[config.mk]
export PLATFORM = sky130hd
export DESIGN_NAME = mac_rx_parser
export DESIGN_NICKNAME = d
export VERILOG_FILES = /design/src/rtl/mac_rx_parser.sv
export SDC_FILE = /design/constraint.sdc
export NUM_CORES = 1
export LEC_CHECK = 0
export ABC_AREA = 0
export CORE_ASPECT_RATIO = 0.5
export CORE_MARGIN = 3
export CORE_UTILIZATION = 40
export CTS_CLUSTER_SIZE = 14
export DETAILED_ROUTE_END_ITERATION = 7
export PLACE_DENSITY = 0.72
export REMOVE_ABC_BUFFERS = 1
export SLEW_MARGIN = 20
export SYNTH_ARGS = -nofsm -noshare
export SYNTH_HDL_FRONTEND = slang
export SYNTH_SLANG_ARGS = --single-unit
[constraint.sdc]
create_clock -name clk -period 7.25 [get_ports clk]
set_clock_uncertainty 0.1 [all_clocks]
set_input_delay 1.8125 -clock clk [delete_from_list [all_inputs] [get_ports clk]]
set_output_delay 1.8125 -clock clk [all_outputs]
set_load 0.02 [all_outputs]
[src/rtl/mac_rx_parser.sv]
`default_nettype none
// +--------------------------------------------------------------------------+
// | mac_rx_parser: GMII rx parser - preamble/SFD strip, DA filter, header     |
// | decode, FCS-stripped payload stream. Optional 802.1Q strip: VLAN_TAG_EN.  |
// | Revision: 1.0                                                            |
// +--------------------------------------------------------------------------+
module mac_rx_parser #(
  parameter logic [47:0] MAC_ADDR     = 48'h0,
  parameter int          PROMISC      = 0,
  parameter int          ACCEPT_MCAST = 0,
  parameter int          MAX_PAYLOAD  = 1500,
  parameter int          MIN_FRAME    = 64
) (
  input  logic        clk,
  input  logic        rst_n,
  input  logic [7:0]  rxd,
  input  logic        rx_dv,
  input  logic        rx_er,
  output logic [47:0] da,
  output logic [47:0] sa,
  output logic [15:0] ether_type,
  output logic [15:0] vlan_tci,
  output logic        hdr_valid,
  output logic        is_ip,
  output logic        is_arp,
  output logic [7:0]  m_data,
  output logic        m_valid,
  output logic        m_last,
  output logic        m_err,
  output logic        frame_good,
  output logic        frame_bad
);

  typedef enum logic [2:0] {
    S_IDLE     = 3'd0,
    S_PREAMBLE = 3'd1,
    S_DEST     = 3'd2,
    S_SOURCE   = 3'd3,
    S_TYPE     = 3'd4,
    S_VLAN     = 3'd5,
    S_PAYLOAD  = 3'd6,
    S_DROP     = 3'd7
  } state_t;

  localparam logic [15:0] PL_LIMIT    = 16'(MAX_PAYLOAD + 4);
  localparam logic [15:0] MIN_LEN     = 16'(MIN_FRAME);
  localparam logic [31:0] CRC_RESIDUE = 32'hDEBB20E3;

  state_t          r_state, w_next;
  logic [2:0]      r_idx;
  logic [31:0]     r_crc;
  logic [15:0]     r_byte_cnt;
  logic [15:0]     r_pl_cnt;
  logic            r_err;
  logic            r_trunc;
  logic [2:0]      r_held;
  logic [4:0][7:0] r_dl;

  logic [47:0] w_da_full;
  logic [15:0] w_type;
  logic        w_type_ip, w_type_arp, w_type_vlan, w_accept;
  logic        w_in_frame, w_eof, w_bad, w_push;

  // Reflected CRC-32 (poly 0x04C11DB7), LSB of each byte first.
  function automatic logic [31:0] crc32_byte(input logic [31:0] crc, input logic [7:0] d);
    logic [31:0] c;
    c = crc;
    for (int i = 0; i < 8; i++)
      c = (c[0] ^ d[i]) ? ((c >> 1) ^ 32'hEDB88320) : (c >> 1);
    return c;
  endfunction

  assign w_da_full  = {da[39:0], rxd};
  assign w_type     = {ether_type[7:0], rxd};
  assign w_type_ip  = (w_type <= 16'd1500) || (w_type == 16'h0800);
  assign w_type_arp = (w_type == 16'h0806);
`ifdef VLAN_TAG_EN
  assign w_type_vlan = (w_type == 16'h8100);
`else
  assign w_type_vlan = 1'b0;
  assign vlan_tci    = 16'h0;
`endif
  assign w_accept = (w_da_full == MAC_ADDR) || (&w_da_full) || (PROMISC != 0) ||
                    ((ACCEPT_MCAST != 0) && w_da_full[40]);

  assign w_in_frame = rx_dv && (r_state inside {S_DEST, S_SOURCE, S_TYPE, S_VLAN, S_PAYLOAD});
  assign w_push     = (r_state == S_PAYLOAD) && rx_dv && (r_pl_cnt != PL_LIMIT);
  assign w_eof      = ((r_state == S_PAYLOAD) && !rx_dv) || ((r_state == S_DROP) && r_trunc);
  assign w_bad      = r_trunc || r_err || (r_held != 3'd5) ||
                      (r_crc != CRC_RESIDUE) || (r_byte_cnt < MIN_LEN);

  always_ff @(posedge clk) begin
    if (!rst_n) r_state <= S_IDLE;
    else        r_state <= w_next;
  end

  always_comb begin
    w_next = r_state;
    case (r_state)
      S_IDLE:     if (rx_dv) w_next = (rxd == 8'h55) ? S_PREAMBLE : S_DROP;
      S_PREAMBLE: begin
        if (!rx_dv)              w_next = S_IDLE;
        else if (rxd == 8'hD5)   w_next = S_DEST;
        else if (rxd != 8'h55)   w_next = S_DROP;
      end
      S_DEST: begin
        if (!rx_dv)              w_next = S_IDLE;
        else if (r_idx == 3'd5)  w_next = w_accept ? S_SOURCE : S_DROP;
      end
      S_SOURCE: begin
        if (!rx_dv)              w_next = S_IDLE;
        else if (r_idx == 3'd5)  w_next = S_TYPE;
      end
      S_TYPE: begin
        if (!rx_dv)              w_next = S_IDLE;
        else if (r_idx == 3'd1)
          w_next = w_type_vlan ? S_VLAN : ((w_type_ip || w_type_arp) ? S_PAYLOAD : S_DROP);
      end
      S_VLAN: begin
        if (!rx_dv)              w_next = S_IDLE;
        else if (r_idx == 3'd3)  w_next = (w_type_ip || w_type_arp) ? S_PAYLOAD : S_DROP;
      end
      S_PAYLOAD: begin
        if (!rx_dv)                     w_next = S_IDLE;
        else if (r_pl_cnt == PL_LIMIT)  w_next = S_DROP;
      end
      S_DROP:     if (!rx_dv) w_next = S_IDLE;
      default:    w_next = S_IDLE;
    endcase
  end

  always_ff @(posedge clk) begin
    if (!rst_n) begin
      r_idx      <= '0;
      r_crc      <= '0;
      r_byte_cnt <= '0;
      r_pl_cnt   <= '0;
      r_err      <= 1'b0;
      r_trunc    <= 1'b0;
      r_held     <= '0;
      r_dl       <= '0;
      da         <= '0;
      sa         <= '0;
      ether_type <= '0;
`ifdef VLAN_TAG_EN
      vlan_tci   <= '0;
`endif
      hdr_valid  <= 1'b0;
      is_ip      <= 1'b0;
      is_arp     <= 1'b0;
      m_data     <= '0;
      m_valid    <= 1'b0;
      m_last     <= 1'b0;
      m_err      <= 1'b0;
      frame_good <= 1'b0;
      frame_bad  <= 1'b0;
    end else begin
      hdr_valid  <= 1'b0;
      m_valid    <= 1'b0;
      m_last     <= 1'b0;
      m_err      <= 1'b0;
      frame_good <= 1'b0;
      frame_bad  <= 1'b0;
      r_idx      <= (w_next != r_state) ? 3'd0 : r_idx + 3'd1;

      if (r_state == S_PREAMBLE) begin
        r_byte_cnt <= '0;
        r_pl_cnt   <= '0;
        r_err      <= 1'b0;
        r_trunc    <= 1'b0;
        r_held     <= '0;
`ifdef VLAN_TAG_EN
        vlan_tci   <= '0;
`endif
      end

      if (w_in_frame) begin
        r_crc <= crc32_byte(((r_state == S_DEST) && (r_idx == 3'd0)) ? 32'hFFFFFFFF : r_crc, rxd);
        if (r_byte_cnt != 16'hFFFF) r_byte_cnt <= r_byte_cnt + 16'd1;
        if (rx_er) r_err <= 1'b1;
      end

      case (r_state)
        S_DEST:   if (rx_dv) da <= w_da_full; else frame_bad <= 1'b1;
        S_SOURCE: if (rx_dv) sa <= {sa[39:0], rxd}; else frame_bad <= 1'b1;
        S_TYPE: begin
          if (rx_dv) begin
            ether_type <= w_type;
            if (r_idx == 3'd1) begin
              hdr_valid <= w_type_ip || w_type_arp;
              is_ip     <= w_type_ip;
              is_arp    <= w_type_arp;
            end
          end else begin
            frame_bad <= 1'b1;
          end
        end
        S_VLAN: begin
          if (rx_dv) begin
            // First two tag bytes are the TCI, the last two the inner type.
            if (r_idx < 3'd2) begin
`ifdef VLAN_TAG_EN
              vlan_tci <= {vlan_tci[7:0], rxd};
`endif
            end else begin
              ether_type <= w_type;
            end
            if (r_idx == 3'd3) begin
              hdr_valid <= w_type_ip || w_type_arp;
              is_ip     <= w_type_ip;
              is_arp    <= w_type_arp;
            end
          end else begin
            frame_bad <= 1'b1;
          end
        end
        S_PAYLOAD: if (rx_dv && (r_pl_cnt == PL_LIMIT)) r_trunc <= 1'b1;
        default: ;
      endcase

      if (w_push) begin
        if (r_held == 3'd5) begin
          m_valid <= 1'b1;
          m_data  <= r_dl[4];
        end else begin
          r_held <= r_held + 3'd1;
        end
        r_dl     <= {r_dl[3:0], rxd};
        r_pl_cnt <= r_pl_cnt + 16'd1;
      end

      // The last four held bytes are the FCS, so only the fifth-oldest leaves.
      if (w_eof) begin
        if (r_held == 3'd5) begin
          m_valid <= 1'b1;
          m_data  <= r_dl[4];
          m_last  <= 1'b1;
          m_err   <= w_bad;
        end
        frame_good <= ~w_bad;
        frame_bad  <= w_bad;
        is_ip      <= 1'b0;
        is_arp     <= 1'b0;
        r_held     <= '0;
        r_trunc    <= 1'b0;
      end
    end
  end

endmodule
`default_nettype wire

==> results.md, run 1 <==
* Outcome: completed
* Global-route usage over all layers at 18.01%
* Final Hold Vio Count at 0
* Tcrit/Tclk final at 61.56%
* CP Cell Sequence: clkdlybuf4s50_1 -> nand2_1 -> inv_1 -> nand3_2 -> a21oi_2 -> mux2i_1 -> nor2_1
* Final instance area at 0.01322 mm²
* CP arrival at 4.74 ns
* Routed vias at 9,434
* Critical Path End Type: register
* Sw Share at 27.68%
* EDFF count, synth at 0
* Setup TNS Final at 0 ns
* Die area at 0.02945 mm²
* CTS max path bufs at 3
* Post-synthesis async set-or-reset flop share at 0%
* R2R Path Start: r_state[1]
* Cells on Worst Hold Path at 2
* Final setup vio count at 0
* Ant diodes at 0
* Synth Instances at 1,356
* GRT Residual Overflow at 0
* Minimum clock period after layout at 4.463 ns
* Flop2flop setup slack at 3.87 ns
* First-pass GRT wire length at 44,240 µm
* Die height at 122.9 µm
* Routed vias/inst at 5.218
* Sequential area share after synthesis at 44.54%
* Most common cell after layout, fill and taps aside: nand2_1
* Gate power share at 18.5%
* Hold Path End: r_dl[19]
* CP Max Fanout at 51
* RSZ-0062 raised after global routing: no
* Port-buffer cells at 139
* Core outline area at 0.02664 mm²
* Wire per inst at 15.11 µm
* Worst VDD drop at 0.1342 mV
* Worst setup path class: in2reg
* Crit-path slowest cell: a21oi_2
* Worst Setup Start Kind: input port
* NetSw at 0.0008760 W
* CTS tree: yes
* Placed Area at 0.01245 mm²
* Critical path's top delay family: simple AND/OR/NAND/NOR gates
* Iteration-0 DRC Markers at 763
* Critical Path RT at 7.53 ns
* Clock share of power at 36.8%
* Post-Layout Cell Count at 1,808
* Final wirelength at 27,320 µm
* Slew HR at 34.99%
* Setup WS post-layout at 2.787 ns
* Max-cap violations at 0
* Lkg Pwr at 4.332 nW
* Initial core utilization at 41.00%
* Worst-Skew Late Latency at 0.52 ns
* DP HPWL at 17,440 µm
* H-tree depth at 1
* Avg Cell Area, Syn at 8.055 µm²
* Hold path start: r_dl[11]
* Worst reg-to-reg path cell count at 5
* Worst-Margin Slew at 0.9740 ns
* Share of layout cells above drive strength 1 at 5.701%
* Pin count of the biggest net entering global routing at 145
* Detailed Routing Iterations Pass 1 at 6
* Post CTS Setup Buffer Count at 0
* Initial antenna violation count at 0
* Chip width at 239.7 µm
* Reg power frac at 44.7%
* Register bit total from synthesis at 243
* Ports at 156
* Crit path largest cell delay at 0.80 ns
* Fmax at 224.1 MHz
* Worst-path clk slew at 0.06 ns
* Buf+Inv Stages, Crit Path at 2
* Warnings from Yosys at 0
* Placed instance count at 1,766
* # rows at 42
* Top_reg_cell synth: dfxtp_1
* Final GP Congestion at 0.8746
* Root buffer cell: clkbuf_16
* Antenna Nets Post-Route at 0
* Most frequent cells in the layout: nand2_1, dfxtp_1, a21oi_1, clkdlybuf4s50_1, nor2_1
* # hold bufs at CTS at 0
* Pint at 0.002289 W
* Hold crit path type: reg2reg
* R2R Path End: m_data[2]
* Post-route DRC violation count at 0
* Total CTS buffers at 23
* Final max-slew violation count at 0
* Vias in the first global route at 8,653
* Pre-CTS WS at 2.263 ns
* Netlist cell types at 65
* Post-CTS Resized at 0
* PD cells at 239.4 mW/mm²
* Clock sink total at 243
* Layout Nets at 1,462
* Area of the mapped netlist at 0.01092 mm²
* Area delta synth->final at 21.01%
## sequential cells by signal (all words and copies together) (netlist names), 3 cells and up
register    count
r_dl           40
r_state         3
m_data          8
da             48
r_held          3
r_byte_cnt     16
sa             48
ether_type     16
r_idx           3
r_crc          32
r_pl_cnt       16
## layout make-up
cell class / count / area, µm²
multi-input cells: 1009 / 5619
well taps: 352 / 440.4
clock buffers: 34 / 686.9
fillers: 2496 / 13430
clock inverters: 6 / 38.79
flip-flops and latches: 243 / 4865
inverters: 14 / 57.56
repair buffers: 150 / 1510
## power groups by stage
stage               logic, W  clock network [W]  registers (W)
floorplan           0.000461                  0        0.00144
global placement    0.000573                  0        0.00144
detailed placement  0.000574                  0        0.00144
CTS                 0.000580            0.00119        0.00141
global route        0.000636            0.00124        0.00142
finish              0.000584            0.00116        0.00142
## per-stage QoR
step / total power, W / hold slack, ns / util, %
detailed placement: 0.002017 / 0.3429 / 46.74
CTS: 0.003184 / 0.3528 / 49.46
finish: 0.003165 / 0.3507 / 49.61
global placement: 0.002016 / 0.3377 / 46.74
global route: 0.003299 / 0.3678 / 49.61
floorplan: 0.001896 / 0.3321 / -
## synthesized netlist by cell type, types with 14 or more instances
library cell,count,area share [%]
a21oi_1,184,8.4
buf_4,17,1.2
clkbuf_1,66,2.3
dfxtp_1,243,45
mux2i_1,27,2.5
nand2_1,339,12
nand3_1,31,1.4
nand4_1,21,1.2
nor2_1,107,3.7
nor4_1,22,1.3
o21ai_0,25,1.1
xnor2_1,62,5.0
xor2_1,14,1.1
## kinds of logic (layout without fill, tap and decap cells)
group / Yosys count / count (layout) / synth area share [%]
other: 1 / 16 / 0.03433
muxes: 30 / 30 / 2.783
and+or+nand+nor: 594 / 594 / 23.77
xor gates and xnor gates: 92 / 92 / 9.278
adders and majority gates: 9 / 9 / 1.031
DFF: 243 / 243 / 44.54
buffers and inverters: 119 / 204 / 4.845
AOI/OAI and AO/OA: 268 / 268 / 13.72
## worst max-delay path by stage
| stage | startpoint | endpoint | slack, ns | cells past startpoint |
|---|---|---|---|---|
| 2_1_floorplan | rst_n | r_idx[1] | 1.01 | 4 |
| 3_3_place_gp | rx_dv | m_data[7] | 2.23 | 7 |
| 3_5_place_dp | rx_dv | m_data[4] | 2.26 | 7 |
| 4_1_cts | rx_dv | m_data[2] | 2.79 | 7 |
| 5_1_grt | rx_dv | m_data[7] | 2.50 | 7 |
| 6_report | rx_dv | m_data[2] | 2.79 | 7 |
## per-layer routing
layer	global-route usage (%)	vias to the layer above	wire length [µm]	share of wire, %
met5	0	-	0	0
met4	5.468	0	589	2.2
met3	3.031	46	1233	4.5
met2	29.58	203	12940	47
met1	24.46	4484	12560	46
li1	-	4701	-	-
## tightest hold or removal path: stages, from the launching register on
cell	delay, ns
dfxtp_1	0.31
nand2_1	0.05
a21oi_1	0.05
(Power assumes the default switching activity.)
==> run 2, diff against run 1 <==
Settings changed: PLACE_DENSITY 0.72 to 0.74.
Clock period 7.25 ns to 3.6 ns, I/O delays scaled along.
==> results.md, run 2 (same netlist as run 1, synthesis figures left out) <==
* Outcome: completed
* Tcrit/Tclk final at 81.62%
* Worst VDD drop at 0.2790 mV
* Sw Share at 27.44%
* GRT Residual Overflow at 0
* Routed vias/inst at 5.222
* Vias in the first global route at 8,597
* Core outline area at 0.02664 mm²
* Critical path's top delay family: XOR/XNOR gates
* Worst setup path class: reg2reg
* Final setup vio count at 0
* Final core utilization at 50.32%
* Placed Area at 0.01267 mm²
* Initial core utilization at 41.00%
* Ports at 156
* Final Hold Vio Count at 0
* Worst-Skew Late Latency at 0.51 ns
* Initial antenna violation count at 0
* Root buffer cell: clkbuf_16
* Antenna Nets Post-Route at 0
* NetSw at 0.001768 W
* Post-route DRC violation count at 0
* Global-route usage over all layers at 18.55%
* Critical Path RT at 3.91 ns
* Critical Path End Type: register
* Share of layout cells above drive strength 1 at 7.104%
* Hold crit path type: reg2reg
* Most common cell after layout, fill and taps aside: nand2_1
* Die height at 122.9 µm
* Max-cap violations at 0
* Reg power frac at 44.1%
* Final instance area at 0.01341 mm²
* Worst-path clk slew at 0.06 ns
* Wire per inst at 15.37 µm
* Post CTS Setup Buffer Count at 0
* Lkg Pwr at 4.459 nW
* Pint at 0.004676 W
* Routed vias at 9,556
* Port-buffer cells at 139
* CTS tree: yes
* Area delta synth->final at 22.74%
* CP Cell Sequence: inv_1 -> ha_1 -> and4bb_1 -> a21oi_4 -> xnor2_4 -> xnor3_2 -> xnor2_1 -> a211oi_1
* Final max-slew violation count at 0
* CP arrival at 3.25 ns
* Layout Nets at 1,484
* Ant diodes at 0
* Crit-path slowest cell: and4bb_1
* Final GP Congestion at 0.8694
* Worst-Margin Slew at 0.6407 ns
* CP Max Fanout at 7
* Die area at 0.02945 mm²
* # hold bufs at CTS at 0
* Worst Setup Start Kind: register
* Crit path largest cell delay at 0.57 ns
* Hold Path End: r_dl[38]
* Cells on Worst Hold Path at 2
* RSZ-0062 raised after global routing: no
* Total CTS buffers at 23
* Flop2flop setup slack at 0.66 ns
* Top Registers: da: 48 flops, sa: 48 flops, r_dl: 40 flops
* Minimum clock period after layout at 2.938 ns
* Fmax at 340.3 MHz
* Pin count of the biggest net entering global routing at 77
* R2R Path End: r_crc[17]
* Detailed Routing Iterations Pass 1 at 5
* Post-CTS Resized at 0
* Worst reg-to-reg path cell count at 8
* # rows at 42
* Most frequent cells in the layout: nand2_1, dfxtp_1, a21oi_1, clkdlybuf4s50_1, nor2_1
* Clock share of power at 37.1%
* H-tree depth at 1
* Iteration-0 DRC Markers at 620
* R2R Path Start: r_idx[1]
* Gate power share at 18.8%
* Clock sink total at 243
* Chip width at 239.7 µm
* DP HPWL at 18,900 µm
* PD cells at 480.6 mW/mm²
* Buf+Inv Stages, Crit Path at 1
* Hold path start: r_dl[30]
* First-pass GRT wire length at 45,240 µm
* Final wirelength at 28,120 µm
* Slew HR at 57.29%
* CTS max path bufs at 3
run 2: cell types whose count changed in the layout (fill, tap and decap cells not counted), sizes merged:
cell,before,now
bufinv,0,1
clkinv,3,6
clkbuf,34,32
buf,11,33
clkinvlp,2,0
run 2: area by class of cell:
cell class	instances	area (µm²)
multi-input cells	1009	5617
fillers	2466	13240
well taps	352	440.4
clock inverters	8	68.82
clock buffers	32	669.4
inverters	14	57.56
flip-flops and latches	243	4865
repair buffers	172	1689
run 2: worst max path at each step:
stage	start	slack, ns	cells past startpoint	endpoint
5_1_grt	r_idx[1]	0.52	9	r_crc[23]
2_1_floorplan	rst_n	-1.73	4	r_idx[1]
3_3_place_gp	rxd[7]	0.35	7	r_crc[24]
6_report	r_idx[1]	0.66	8	r_crc[17]
3_5_place_dp	rxd[5]	0.28	8	r_idx[0]
4_1_cts	r_idx[1]	0.64	8	r_crc[17]
run 2: tightest hold or removal path, stage by stage (launching register included):
cell     delay, ns
dfxtp_1       0.31
nand2_1       0.05
a21oi_1       0.05
run 2: metrics by stage:
step | worst slack (ns) | std cells | TNS [ns] | power (W) | hold WS, ns
after global routing | 0.5194 | 1830 | 0 | 0.006720 | 0.3690
after detailed placement | 0.2836 | 1790 | 0 | 0.004096 | 0.3452
after global placement | 0.3508 | 1790 | 0 | 0.004089 | 0.3373
after floorplan | -1.732 | 1266 | -221.84 | 0.003819 | 0.3321
final | 0.6616 | 1830 | 0 | 0.006443 | 0.3502
after CTS | 0.6360 | 1830 | 0 | 0.006488 | 0.3515
run 2: routing by layer:
layer / wire [µm] / GRT usage, % / share of wire [%] / vias to the layer above
li1: - / - / - / 4738
met1: 12490 / 25.03 / 44 / 4548
met2: 13700 / 31.81 / 49 / 239
met3: 1522 / 2.851 / 5.4 / 31
met4: 410 / 3.695 / 1.5 / 0
met5: 0 / 0 / 0 / -
run 2: power groups by stage:
stage / Clock (W) / Combinational (W) / Sequential, W
3_3_place_gp: 0 / 0.00119 / 0.00290
4_1_cts: 0.00244 / 0.00121 / 0.00284
3_5_place_dp: 0 / 0.00120 / 0.00290
5_1_grt: 0.00256 / 0.00132 / 0.00285
6_report: 0.00239 / 0.00121 / 0.00284
2_1_floorplan: 0 / 0.000929 / 0.00289
==> run 3, diff against run 2 <==
Settings changed: PLACE_DENSITY 0.74 to 0.72.
Clock period 3.6 ns to 2.96 ns, I/O delays scaled along.
==> results.md, run 3 (same netlist as run 1, synthesis figures left out) <==
* Outcome: completed
* Root buffer cell: clkbuf_16
* Worst Setup Start Kind: register
* Ports at 156
* Most common cell after layout, fill and taps aside: nand2_1
* Minimum clock period after layout at 2.688 ns
* Crit path largest cell delay at 0.51 ns
* Layout Nets at 1,512
* Die area at 0.02945 mm²
* Slew HR at 57.84%
* Worst-path clk slew at 0.06 ns
* Final max-slew violation count at 0
* # hold bufs at CTS at 0
* Fmax at 372.0 MHz
* CTS tree: yes
* Post-CTS Resized at 0
* CTS max path bufs at 3
* Routed vias/inst at 5.132
* Share of layout cells above drive strength 1 at 8.710%
* Chip width at 239.7 µm
* CP Cell Sequence: inv_1 -> ha_1 -> and4bb_1 -> a21oi_2 -> xnor2_4 -> buf_4 -> xnor2_1 -> xnor2_1 -> nand2_1 -> a21oi_2
* Area delta synth->final at 25.14%
* Ant diodes at 0
* Post-route DRC violation count at 0
* Lkg Pwr at 4.613 nW
* Worst setup path class: reg2reg
* Antenna Nets Post-Route at 0
* GRT Residual Overflow at 0
* Total CTS buffers at 23
* Pre-CTS WS at -0.05805 ns
* Crit-path slowest cell: and4bb_1
* Port-buffer cells at 139
* Detailed Routing Iterations Pass 1 at 4
* Initial antenna violation count at 0
* PD cells at 590.1 mW/mm²
* Setup WS post-layout at 0.2718 ns
* DP HPWL at 19,150 µm
* Final wirelength at 28,290 µm
* Max-cap violations at 0
* Vias in the first global route at 8,902
* Initial core utilization at 41.00%
* Global-route usage over all layers at 18.84%
* CP arrival at 3.03 ns
* Worst-Skew Late Latency at 0.51 ns
* Post CTS Setup Buffer Count at 0
* Clock sink total at 243
* Wire per inst at 15.24 µm
* Core outline area at 0.02664 mm²
* Top Registers: da: 48 flops, sa: 48 flops, r_dl: 40 flops
* # rows at 42
* Final setup vio count at 0
* Hold crit path type: reg2reg
* Worst VDD drop at 0.3639 mV
* First-pass GRT wire length at 46,150 µm
* Most frequent cells in the layout: nand2_1, dfxtp_1, a21oi_1, clkdlybuf4s50_1, nor2_1
* CP Max Fanout at 7
* Hold Slack at 0.3487 ns
* Final GP Congestion at 0.8680
* Iteration-0 DRC Markers at 746
* RSZ-0062 raised after global routing: no
* Routed vias at 9,525
* Worst-Margin Slew at 0.6164 ns
* Final Hold Vio Count at 0
* Die height at 122.9 µm
* Critical Path End Type: register
* Tcrit/Tclk final at 90.82%
* H-tree depth at 1
* Critical Path RT at 3.30 ns
* Pin count of the biggest net entering global routing at 97
## run 3: cell count changes in the layout (fill, tap and decap cells not counted)
cell and change:
inv_6 -1, bufinv_16 +2, buf_4 +26, clkbuf_8 -1, buf_12 +2, clkinv_2 -2
## run 3: metal layers
metal / track usage, % / wire length (µm)
met1: 25.86 / 13260
met2: 31.20 / 13260
met3: 2.694 / 1120
met4: 5.204 / 649
met5: 0 / 0
## run 3: metrics by stage
stage	instances	setup TNS, ns	cell area, µm²	utilization (%)	total power [W]
global route	1856	0	13670	51.31	0.008384
global placement	1818	0	12900	48.43	0.005045
finish	1856	0	13670	51.31	0.008066
detailed placement	1818	-0.09115	12900	48.43	0.005056
CTS	1856	0	13670	51.31	0.008111
floorplan	1266	-326.93	10500	-	0.004645
## run 3: layout make-up
type / instances / area [µm²]
clock buffer: 31 / 655.6
clock inverter: 7 / 110.1
fill: 2496 / 12970
inverter: 14 / 57.56
multi-input combinational: 1009 / 5617
sequential: 243 / 4865
tap: 352 / 440.4
timing repair buffer: 200 / 1924
## run 3: worst paths after layout
| check | startpoint | end | slack [ns] | depth (start not counted) |
|---|---|---|---|---|
| max | r_idx[1] | r_crc[24] | 0.27 | 10 |
| min | r_dl[27] | r_dl[35] | 0.35 | 2 |
| max reg2reg | r_idx[1] | r_crc[24] | 0.27 | 10 |
| min reg2reg | r_dl[27] | r_dl[35] | 0.35 | 2 |
## run 3: worst max-delay path, delay by kind of cell, from the launching register on
kind	cells	cell delay (ns)
buffers and inverters	2	0.31
adders and majority gates	1	0.19
xor gates and xnor gates	3	0.80
and+or+nand+nor	2	0.60
DFF	1	0.32
AOI/OAI and AO/OA	2	0.31
## run 3: power breakdown
part	switching (W)	internal, W
combinational	0.000825	0.000733
sequential	0.000100	0.00336
clock	0.00125	0.00180
